## config.mk

```make
export PLATFORM = sky130hd
export DESIGN_NAME = window_extrema
export DESIGN_NICKNAME = d
export VERILOG_FILES = /design/src/rtl/window_extrema_pkg.sv /design/src/rtl/window_extrema_cmp_core.sv /design/src/rtl/window_extrema.sv
export SDC_FILE = /design/constraint.sdc
export NUM_CORES = 1
export LEC_CHECK = 0
export BUFFER_PORTS_ARGS = -buffer_cell sky130_fd_sc_hd__buf_2
export CAP_MARGIN = 10
export CORE_UTILIZATION = 57
export DETAILED_ROUTE_END_ITERATION = 8
export PLACE_DENSITY = 0.84
export SYNTH_ARGS = -nofsm -noshare
export SYNTH_HDL_FRONTEND = slang
export SYNTH_HIERARCHICAL = 1
export SYNTH_SLANG_ARGS = --single-unit
export TNS_END_PERCENT = 100
```

## constraint.sdc

```tcl
create_clock -name clk -period 4.1 [get_ports clk]
set_clock_uncertainty 0.15 [all_clocks]
set_input_delay 0.41 -clock clk [delete_from_list [all_inputs] [get_ports clk]]
set_output_delay 0.41 -clock clk [all_outputs]
set_load 0.02 [all_outputs]
```

## src/rtl/window_extrema_pkg.sv

```systemverilog
// rtl/window_extrema_pkg.sv - shared state encoding and width helpers for window_extrema
package window_extrema_pkg;

    typedef enum logic {
        ST_ACC  = 1'b0,
        ST_HOLD = 1'b1
    } state_t;

    function automatic int clog2(input int v);
        int r;
        r = 0;
        while ((1 << r) < v) begin
            r = r + 1;
        end
        return r;
    endfunction

    function automatic int cw_of(input int depth);
        return clog2(depth + 1);
    endfunction

    // A win only counts when the comparator also rules out a tie and the opposite order.
    function automatic logic strict_win(input logic win, input logic tie, input logic lose);
        return win & ~tie & ~lose;
    endfunction

endpackage

```

## src/rtl/window_extrema_cmp_core.sv

```systemverilog
// rtl/window_extrema_cmp_core.sv - combinational signed/unsigned magnitude comparator
module cmp_core #(
    parameter int WIDTH  = 4,
    parameter int SIGNED = 0
) (
    input  logic [WIDTH-1:0] a,
    input  logic [WIDTH-1:0] b,
    output logic             gt,
    output logic             lt,
    output logic             eq
);

    // Flipping the sign bit maps two's-complement order onto unsigned order.
    localparam logic [WIDTH-1:0] BIAS = (SIGNED != 0) ? {1'b1, {(WIDTH-1){1'b0}}} : '0;

    logic [WIDTH-1:0] a_k;
    logic [WIDTH-1:0] b_k;

    assign a_k = a ^ BIAS;
    assign b_k = b ^ BIAS;
    assign gt  = (a_k > b_k);
    assign lt  = (a_k < b_k);
    assign eq  = (a_k == b_k);

endmodule

```

## src/rtl/window_extrema.sv

```systemverilog
// rtl/window_extrema.sv - streaming windowed max/min/index/above-threshold tracker
module window_extrema
    import window_extrema_pkg::*;
#(
    parameter int  WIDTH  = 4,
    parameter int  DEPTH  = 8,
    parameter int  SIGNED = 0,
    localparam int CW     = cw_of(DEPTH)
) (
    input  logic             clk,
    input  logic             rst,
    input  logic             clr,
    input  logic [WIDTH-1:0] thr,
    input  logic             in_valid,
    output logic             in_ready,
    input  logic [WIDTH-1:0] in_data,
    output logic             out_valid,
    input  logic             out_ready,
    output logic [WIDTH-1:0] out_max,
    output logic [WIDTH-1:0] out_min,
    output logic [CW-1:0]    out_max_idx,
    output logic [CW-1:0]    out_min_idx,
    output logic [CW-1:0]    out_above
);

    state_t           state_q, state_d;
    logic [CW-1:0]    cnt_q, cnt_d;
    logic [WIDTH-1:0] max_q, max_d;
    logic [WIDTH-1:0] min_q, min_d;
    logic [CW-1:0]    max_idx_q, max_idx_d;
    logic [CW-1:0]    min_idx_q, min_idx_d;
    logic [CW-1:0]    above_q, above_d;

    logic gt_mx, lt_mx, eq_mx;
    logic gt_mn, lt_mn, eq_mn;
    logic gt_th, lt_th, eq_th;
    logic max_upd, min_upd, above_inc;
    logic first, last;

    cmp_core #(.WIDTH(WIDTH), .SIGNED(SIGNED)) u_cmp_max (
        .a(in_data), .b(max_q), .gt(gt_mx), .lt(lt_mx), .eq(eq_mx)
    );
    cmp_core #(.WIDTH(WIDTH), .SIGNED(SIGNED)) u_cmp_min (
        .a(in_data), .b(min_q), .gt(gt_mn), .lt(lt_mn), .eq(eq_mn)
    );
    cmp_core #(.WIDTH(WIDTH), .SIGNED(SIGNED)) u_cmp_thr (
        .a(in_data), .b(thr), .gt(gt_th), .lt(lt_th), .eq(eq_th)
    );

    // Ties never replace an extremum, so the first occurrence keeps its index.
    assign max_upd   = strict_win(gt_mx, eq_mx, lt_mx);
    assign min_upd   = strict_win(lt_mn, eq_mn, gt_mn);
    assign above_inc = strict_win(gt_th, eq_th, lt_th);
    assign first     = (cnt_q == '0);
    assign last      = (cnt_q == CW'(DEPTH - 1));

    assign in_ready    = (state_q == ST_ACC) && !clr;
    assign out_valid   = (state_q == ST_HOLD);
    assign out_max     = max_q;
    assign out_min     = min_q;
    assign out_max_idx = max_idx_q;
    assign out_min_idx = min_idx_q;
    assign out_above   = above_q;

    always_comb begin
        state_d   = state_q;
        cnt_d     = cnt_q;
        max_d     = max_q;
        min_d     = min_q;
        max_idx_d = max_idx_q;
        min_idx_d = min_idx_q;
        above_d   = above_q;
        case (state_q)
            ST_ACC: begin
                if (clr) begin
                    cnt_d = '0;
                end else if (in_valid) begin
                    if (first) begin
                        max_d     = in_data;
                        min_d     = in_data;
                        max_idx_d = '0;
                        min_idx_d = '0;
                        above_d   = CW'(above_inc);
                    end else begin
                        if (max_upd) begin
                            max_d     = in_data;
                            max_idx_d = cnt_q;
                        end
                        if (min_upd) begin
                            min_d     = in_data;
                            min_idx_d = cnt_q;
                        end
                        above_d = above_q + CW'(above_inc);
                    end
                    if (last) begin
                        cnt_d   = '0;
                        state_d = ST_HOLD;
                    end else begin
                        cnt_d = cnt_q + CW'(1);
                    end
                end
            end
            ST_HOLD: begin
                if (out_ready) begin
                    state_d = ST_ACC;
                end
            end
            default: state_d = ST_ACC;
        endcase
    end

    always_ff @(posedge clk or posedge rst) begin
        if (rst) begin
            state_q   <= ST_ACC;
            cnt_q     <= '0;
            max_q     <= '0;
            min_q     <= '0;
            max_idx_q <= '0;
            min_idx_q <= '0;
            above_q   <= '0;
        end else begin
            state_q   <= state_d;
            cnt_q     <= cnt_d;
            max_q     <= max_d;
            min_q     <= min_d;
            max_idx_q <= max_idx_d;
            min_idx_q <= min_idx_d;
            above_q   <= above_d;
        end
    end

endmodule
```

After elaboration in Yosys (flattened, before gate mapping) --
Index checks and enable logic that the tools add are counted.
Operators by class: equal/unequal tests 4, $mul 0, reduce and logical (&&, ||, !) cells 10, div/mod/pow operators 0, add/subtract/negate cells 2, bitwise operators 14, shift operators 0, magnitude comparators 6, mux-type cells 17
Operators by type and width (count):
- 4-bit two-way mux | 12
- 4-bit equality test | 3
- 4-bit greater-than comparator | 3
- 4-bit < comparator | 3
- 1-bit inverter | 8
- 4-bit AND reduction | 2
- 1-bit bitwise AND | 6
- 2-bit nonzero test | 3
- 4-bit by 1-bit adder with 4-bit output | 1
- 4-bit by 1-bit adder with 4-bit output (second input constant) | 1
- 4-bit by 3-bit equality test with 1-bit output (second input constant) | 1
- 4-bit logical NOT | 1
- 1-bit two-way mux | 4
- 3-bit AND reduction | 1
- 1-bit case mux with 2 select lines | 1
- 2-bit AND reduction | 1
- 1-bit logical AND | 1
- 1-bit logical NOT | 1
Word-level totals: register bits 25, memory bits (writable) 0, bits in latches 0, memories kept 0, ROM bits 0

Depth between registers and ports, before layout --
depth after elaboration 6, gate-level depth with buffers 10, gate-level depth less buffers 10

By module --
Netlist, hierarchy kept.
Modules (own cells, without submodules):
- window_extrema | seq. area each 625.6 um2, times used 1, cells an instance 95, area each 1154.9 um2
- cmp_core | seq. area each 0.0 um2, times used 3, cells an instance 16, area each 128.9 um2

Least setup slack after synthesis --
No wires, ideal clock.
path kind register -> register, start register min_q[3] (netlist: out_min[3]), end register min_q[0] (netlist: out_min[0]), buffers on the path 0, setup time 0.125 ns, arrival 1.904 ns, data required time 3.825 ns, path slack 1.922 ns, cell stages (with the launch flop) 9, cells stage by stage dfrtp_1 > inv_1 > ha_1 > nand2_1 > o21bai_4 > and2_1 > nor3b_1 > o21ai_2 > mux2_2
RTL lines:
- from (decl) | RTL line window_extrema.sv:29 | logic [WIDTH-1:0] min_q, min_d;
- from (signal assigned) | RTL line window_extrema.sv:125 | min_q <= min_d;
- 4-bit < comparator | RTL line window_extrema_cmp_core.sv:22 | assign lt = (a_k < b_k);
- via lt_mn | RTL line window_extrema.sv:35 | logic gt_mn, lt_mn, eq_mn;
- 1-bit bitwise AND (2 in a row) | RTL line window_extrema_pkg.sv:24 | return win & ~tie & ~lose;
- 2-bit nonzero test (no line)
- 4-bit AND reduction (no line)
The timed path passes the listed nets, and every way through them passes these cells. A chain may end at the register's enable or synchronous reset.

Final worst setup path --
start register max_q[3] (netlist: out_max[3]), end register max_q[2] (netlist: out_max[2])
RTL lines:
- from (decl) | RTL line window_extrema.sv:28 | logic [WIDTH-1:0] max_q, max_d;
- from (signal assigned) | RTL line window_extrema.sv:124 | max_q <= max_d;
- 4-bit < comparator | RTL line window_extrema_cmp_core.sv:22
- via lt_mx | RTL line window_extrema.sv:34 | logic gt_mx, lt_mx, eq_mx;
- 1-bit inverter | RTL line window_extrema_pkg.sv:24
- 1-bit bitwise AND | RTL line window_extrema_pkg.sv:24
- 2-bit nonzero test (no line)
- 4-bit AND reduction (no line)
The timed path passes the listed nets, and every way through them passes these cells.

==> impl_metrics.py <==
metrics = {
    "status": {
        "outcome": "finished, final reports clean",
    },
    "clock_tree": {
        "cts_tree": "done",
        "postCtsSetupBuffers": 0,
        "clockBufferDepth": 2,
        "ctsResizeCount": 0,
        "cts-hold-fix-buffers": 0,
        "cts_buffers": 3,
        "h-tree-depth": 1,
        "insertion_delay_ps": 330,
        "clkSinkCount": 25,
        "cts.clk_slew.worst_paths_ps": 140,
        "clockRootBuffer": "sky130_fd_sc_hd__clkbuf_4",
    },
    "grt": {
        "grt_usage_pct": 25.2,
        "antenna_violations_before_repair": 0,
        "grt_max_degree": 26,
        "global_route_wire_length_before_repair_um": 5150,
        "leftover_overflow_at_the_end_of_global_routing": 0,
        "first_global_vias": 1176,
    },
    "timing": {
        "hold_viol_final": 0,
        "min_period_ps": 2290,
        "finalSetupTns_ps": 0,
        "worst_slew_margin_rel_pct": 37.4,
        "slew_violations": 0,
        "unrepaired_setup_endpoints_after_global_routing": "false",
        "maxClockFrequency_mhz": 436,
        "final.hold.worst_slack_ps": 107,
        "report.final.setup_viol": 0,
        "share_of_the_cycle_needed_by_the_critical_path_after_routing_pct": 55.9,
        "timing_worst_slew_pin_value_ps": 938,
    },
    "routing": {
        "postRouteAntennaNets": 0,
        "route.vias.total": 1189,
        "detail_route.wl_per_cell_um": 15.0,
        "totalWireLength_um": 3130,
        "post-route-drc-count": 0,
        "drt_iter0_drc": 22,
        "drt_pre_antenna_iters": 4,
        "viasPerCell": 5.69,
    },
    "finish": {
        "post_route_cells_drive_above_1_share_pct": 35.8,
        "syn2layout_area_growth_pct": 14.4,
        "stdcell_area_sq_um": 1760,
        "number_of_antenna_diodes": 0,
        "fin_nets": 209,
    },
    "synth": {
        "dominantRegCellSynth": "sky130_fd_sc_hd__dfrtp_1",
        "synth-edff-count": 0,
        "postSynth.asyncResetShare_pct": 100,
        "number_of_distinct_library_cells_after_synthesis": 29,
        "synth-seq-area-share_pct": 40.6,
        "post_synth_inst_count": 143,
        "netlist_area_sq_um": 1540,
        "mappedNetlistNets": 172,
        "ys_warn_count": 6,
        "postSynthRegisterBits": 25,
        "post_synth.cell_area_avg_sq_um": 10.8,
    },
    "critical_path": {
        "cp_slowest_stage_delay_ps": 390,
        "timing.critical_path.fanout_max": 8,
        "arrival_ps": 2360,
        "reg2reg_setup_slack_ps": 1810,
        "critPathRequiredTime_ps": 4170,
        "worst_setup_path_class": "flop to flop",
        "critical-path-slowest-cell": "sky130_fd_sc_hd__dfrtp_1",
        "crit_family": "simple AND/OR/NAND/NOR gates",
        "startpoint_type": "flop",
        "crit-reg2reg-capture": "out_max[2]",
        "timing.critical_path.cells": "inv_1 -> ha_1 -> nand2_1 -> o21bai_4 -> and2_1 -> nor3b_1 -> o21ai_2 -> mux2_2",
        "critical_path_buf_inv_count": 1,
        "r2r_cells": 8,
        "cp-startpoint": "out_max[3]",
        "critical_path_depth": 8,
        "worstReg2RegStart": "out_max[3]",
        "setup_crit_end": "out_max[2]",
        "critical_path.endpoint_type": "flop",
    },
    "die": {
        "core-area_sq_um": 2520,
        "floorplan.initialDensity_pct": 61.1,
        "core.rowCount": 18,
        "fp.dieArea_sq_um": 2920,
        "chipHeight_um": 54.0,
        "floorplan.io_pins": 35,
        "die_width_um": 54.0,
    },
    "placed_design": {
        "count_of_input_and_output_buffers": 34,
        "gp_routability_congestion": 0.778,
        "detailedPlacementHpwl_um": 2430,
        "dpl-instance-area_sq_um": 1740,
    },
    "pwr": {
        "p_per_area_nw_per_um2": 405,
        "total_power_mw": 0.714,
        "vdd_ir_drop_max_v": 0.000295,
        "power.leakage_nw": 0.917,
    },
    "flow_run": {
        "cap_violations": 0,
    },
    "worst_hold_path": {
        "hp-class": "input pin to flop",
        "min-delay-start": "out_ready",
    },
}
## flip-flops by register name, summed over array words and instances (netlist names)
signal	count
cnt_q	4
out_above	4
out_max	4
out_max_idx	4
out_min	4
out_min_idx	4
out_valid	1
## metrics by stage
step           instances  util (%)  worst slack [ps]
6_report             209      69.9              1810
5_1_grt              209      69.9              1660
4_1_cts              209      69.9              1780
3_5_place_dp         205      68.8              1620
3_3_place_gp         205      68.8              1670
2_1_floorplan        143         -              1920
## report_power, final
part	switching, mW	total (mW)	internal [mW]	leakage [nW]
registers	0.0264	0.305	0.279	0.327
clock network	0.0748	0.111	0.0366	0.0177
logic	0.163	0.298	0.134	0.572
## cell families (layout without fill, tap and decap cells)
family	count (synthesis)	after routing	share of synthesized area, %
adders and majority gates	16	16	13.0
and+or+nand+nor	43	43	16.6
DFF	25	25	40.6
AOI/OAI and AO/OA	30	30	17.5
muxes	10	10	7.31
buffers and inverters	19	55	4.95
## synthesized netlist by cell type, drive strengths merged, types with 2 or more instances
| cell | instances | share of area, % |
|---|---|---|
| a21oi | 7 | 3.0 |
| a22o | 3 | 1.9 |
| nand2 | 16 | 3.9 |
| mux2 | 10 | 7.3 |
| inv | 17 | 4.1 |
| buf | 2 | 0.81 |
| o32ai | 2 | 1.1 |
| nor2 | 7 | 1.7 |
| nand3 | 4 | 1.3 |
| or3b | 2 | 1.1 |
| nor3b | 5 | 3.5 |
| a32o | 4 | 2.6 |
| nor2b | 3 | 2.7 |
| and2 | 5 | 2.0 |
| dfrtp | 25 | 41 |
| o21ai | 7 | 2.8 |
| ha | 16 | 13 |
| o21bai | 4 | 4.1 |
## worst min-delay path by stage
| stage | endpoint | slack, ps | depth (start not counted) |
|---|---|---|---|
| 2_1_floorplan | cnt_q[0] | 290 | 1 |
| 3_3_place_gp | out_min_idx[1] | 330 | 1 |
| 3_5_place_dp | out_min_idx[0] | 330 | 1 |
| 4_1_cts | out_valid | 80 | 2 |
| 5_1_grt | out_valid | 90 | 2 |
| 6_report | out_valid | 110 | 2 |
## metal layers
metal / GRT usage, % / share of wire (%) / vias up
met5: 0 / 0 / -
met2: 43.8 / 50 / 29
li1: - / - / 578
met1: 29.5 / 45 / 577
met3: 5.37 / 3.8 / 5
met4: 11.5 / 1.3 / 0
## final cells by class
class,count,area [sq um]
Clock inverter,1,5.00
Multi-Input combinational cell,99,840
Inverter,17,63.8
Sequential cell,25,626
Clock buffer,3,22.5
Timing Repair Buffer,34,170
Tap cell,30,37.5
Fill cell,217,758
## placed cells by master (no fill, tap or decap)
cell type and instances:
sky130_fd_sc_hd__a21oi_1 4, sky130_fd_sc_hd__a21oi_2 3, sky130_fd_sc_hd__a22o_1 1, sky130_fd_sc_hd__a22o_2 2
sky130_fd_sc_hd__a31oi_1 1, sky130_fd_sc_hd__a32o_1 4, sky130_fd_sc_hd__and2_1 5, sky130_fd_sc_hd__buf_2 34
sky130_fd_sc_hd__clkbuf_4 3, sky130_fd_sc_hd__clkinv_2 1, sky130_fd_sc_hd__dfrtp_1 25, sky130_fd_sc_hd__ha_1 16
sky130_fd_sc_hd__inv_1 17, sky130_fd_sc_hd__mux2_2 10, sky130_fd_sc_hd__nand2_1 16, sky130_fd_sc_hd__nand2b_1 1
sky130_fd_sc_hd__nand3_1 4, sky130_fd_sc_hd__nor2_1 7, sky130_fd_sc_hd__nor2b_4 3, sky130_fd_sc_hd__nor3b_1 3
sky130_fd_sc_hd__nor3b_2 1, sky130_fd_sc_hd__nor3b_4 1, sky130_fd_sc_hd__o21ai_0 5, sky130_fd_sc_hd__o21ai_2 2
sky130_fd_sc_hd__o21bai_1 1, sky130_fd_sc_hd__o21bai_4 3, sky130_fd_sc_hd__o2bb2ai_1 1, sky130_fd_sc_hd__o311ai_2 1
sky130_fd_sc_hd__o32ai_1 2, sky130_fd_sc_hd__or3b_1 2
Note: power is estimated with default switching activity, not from simulation.
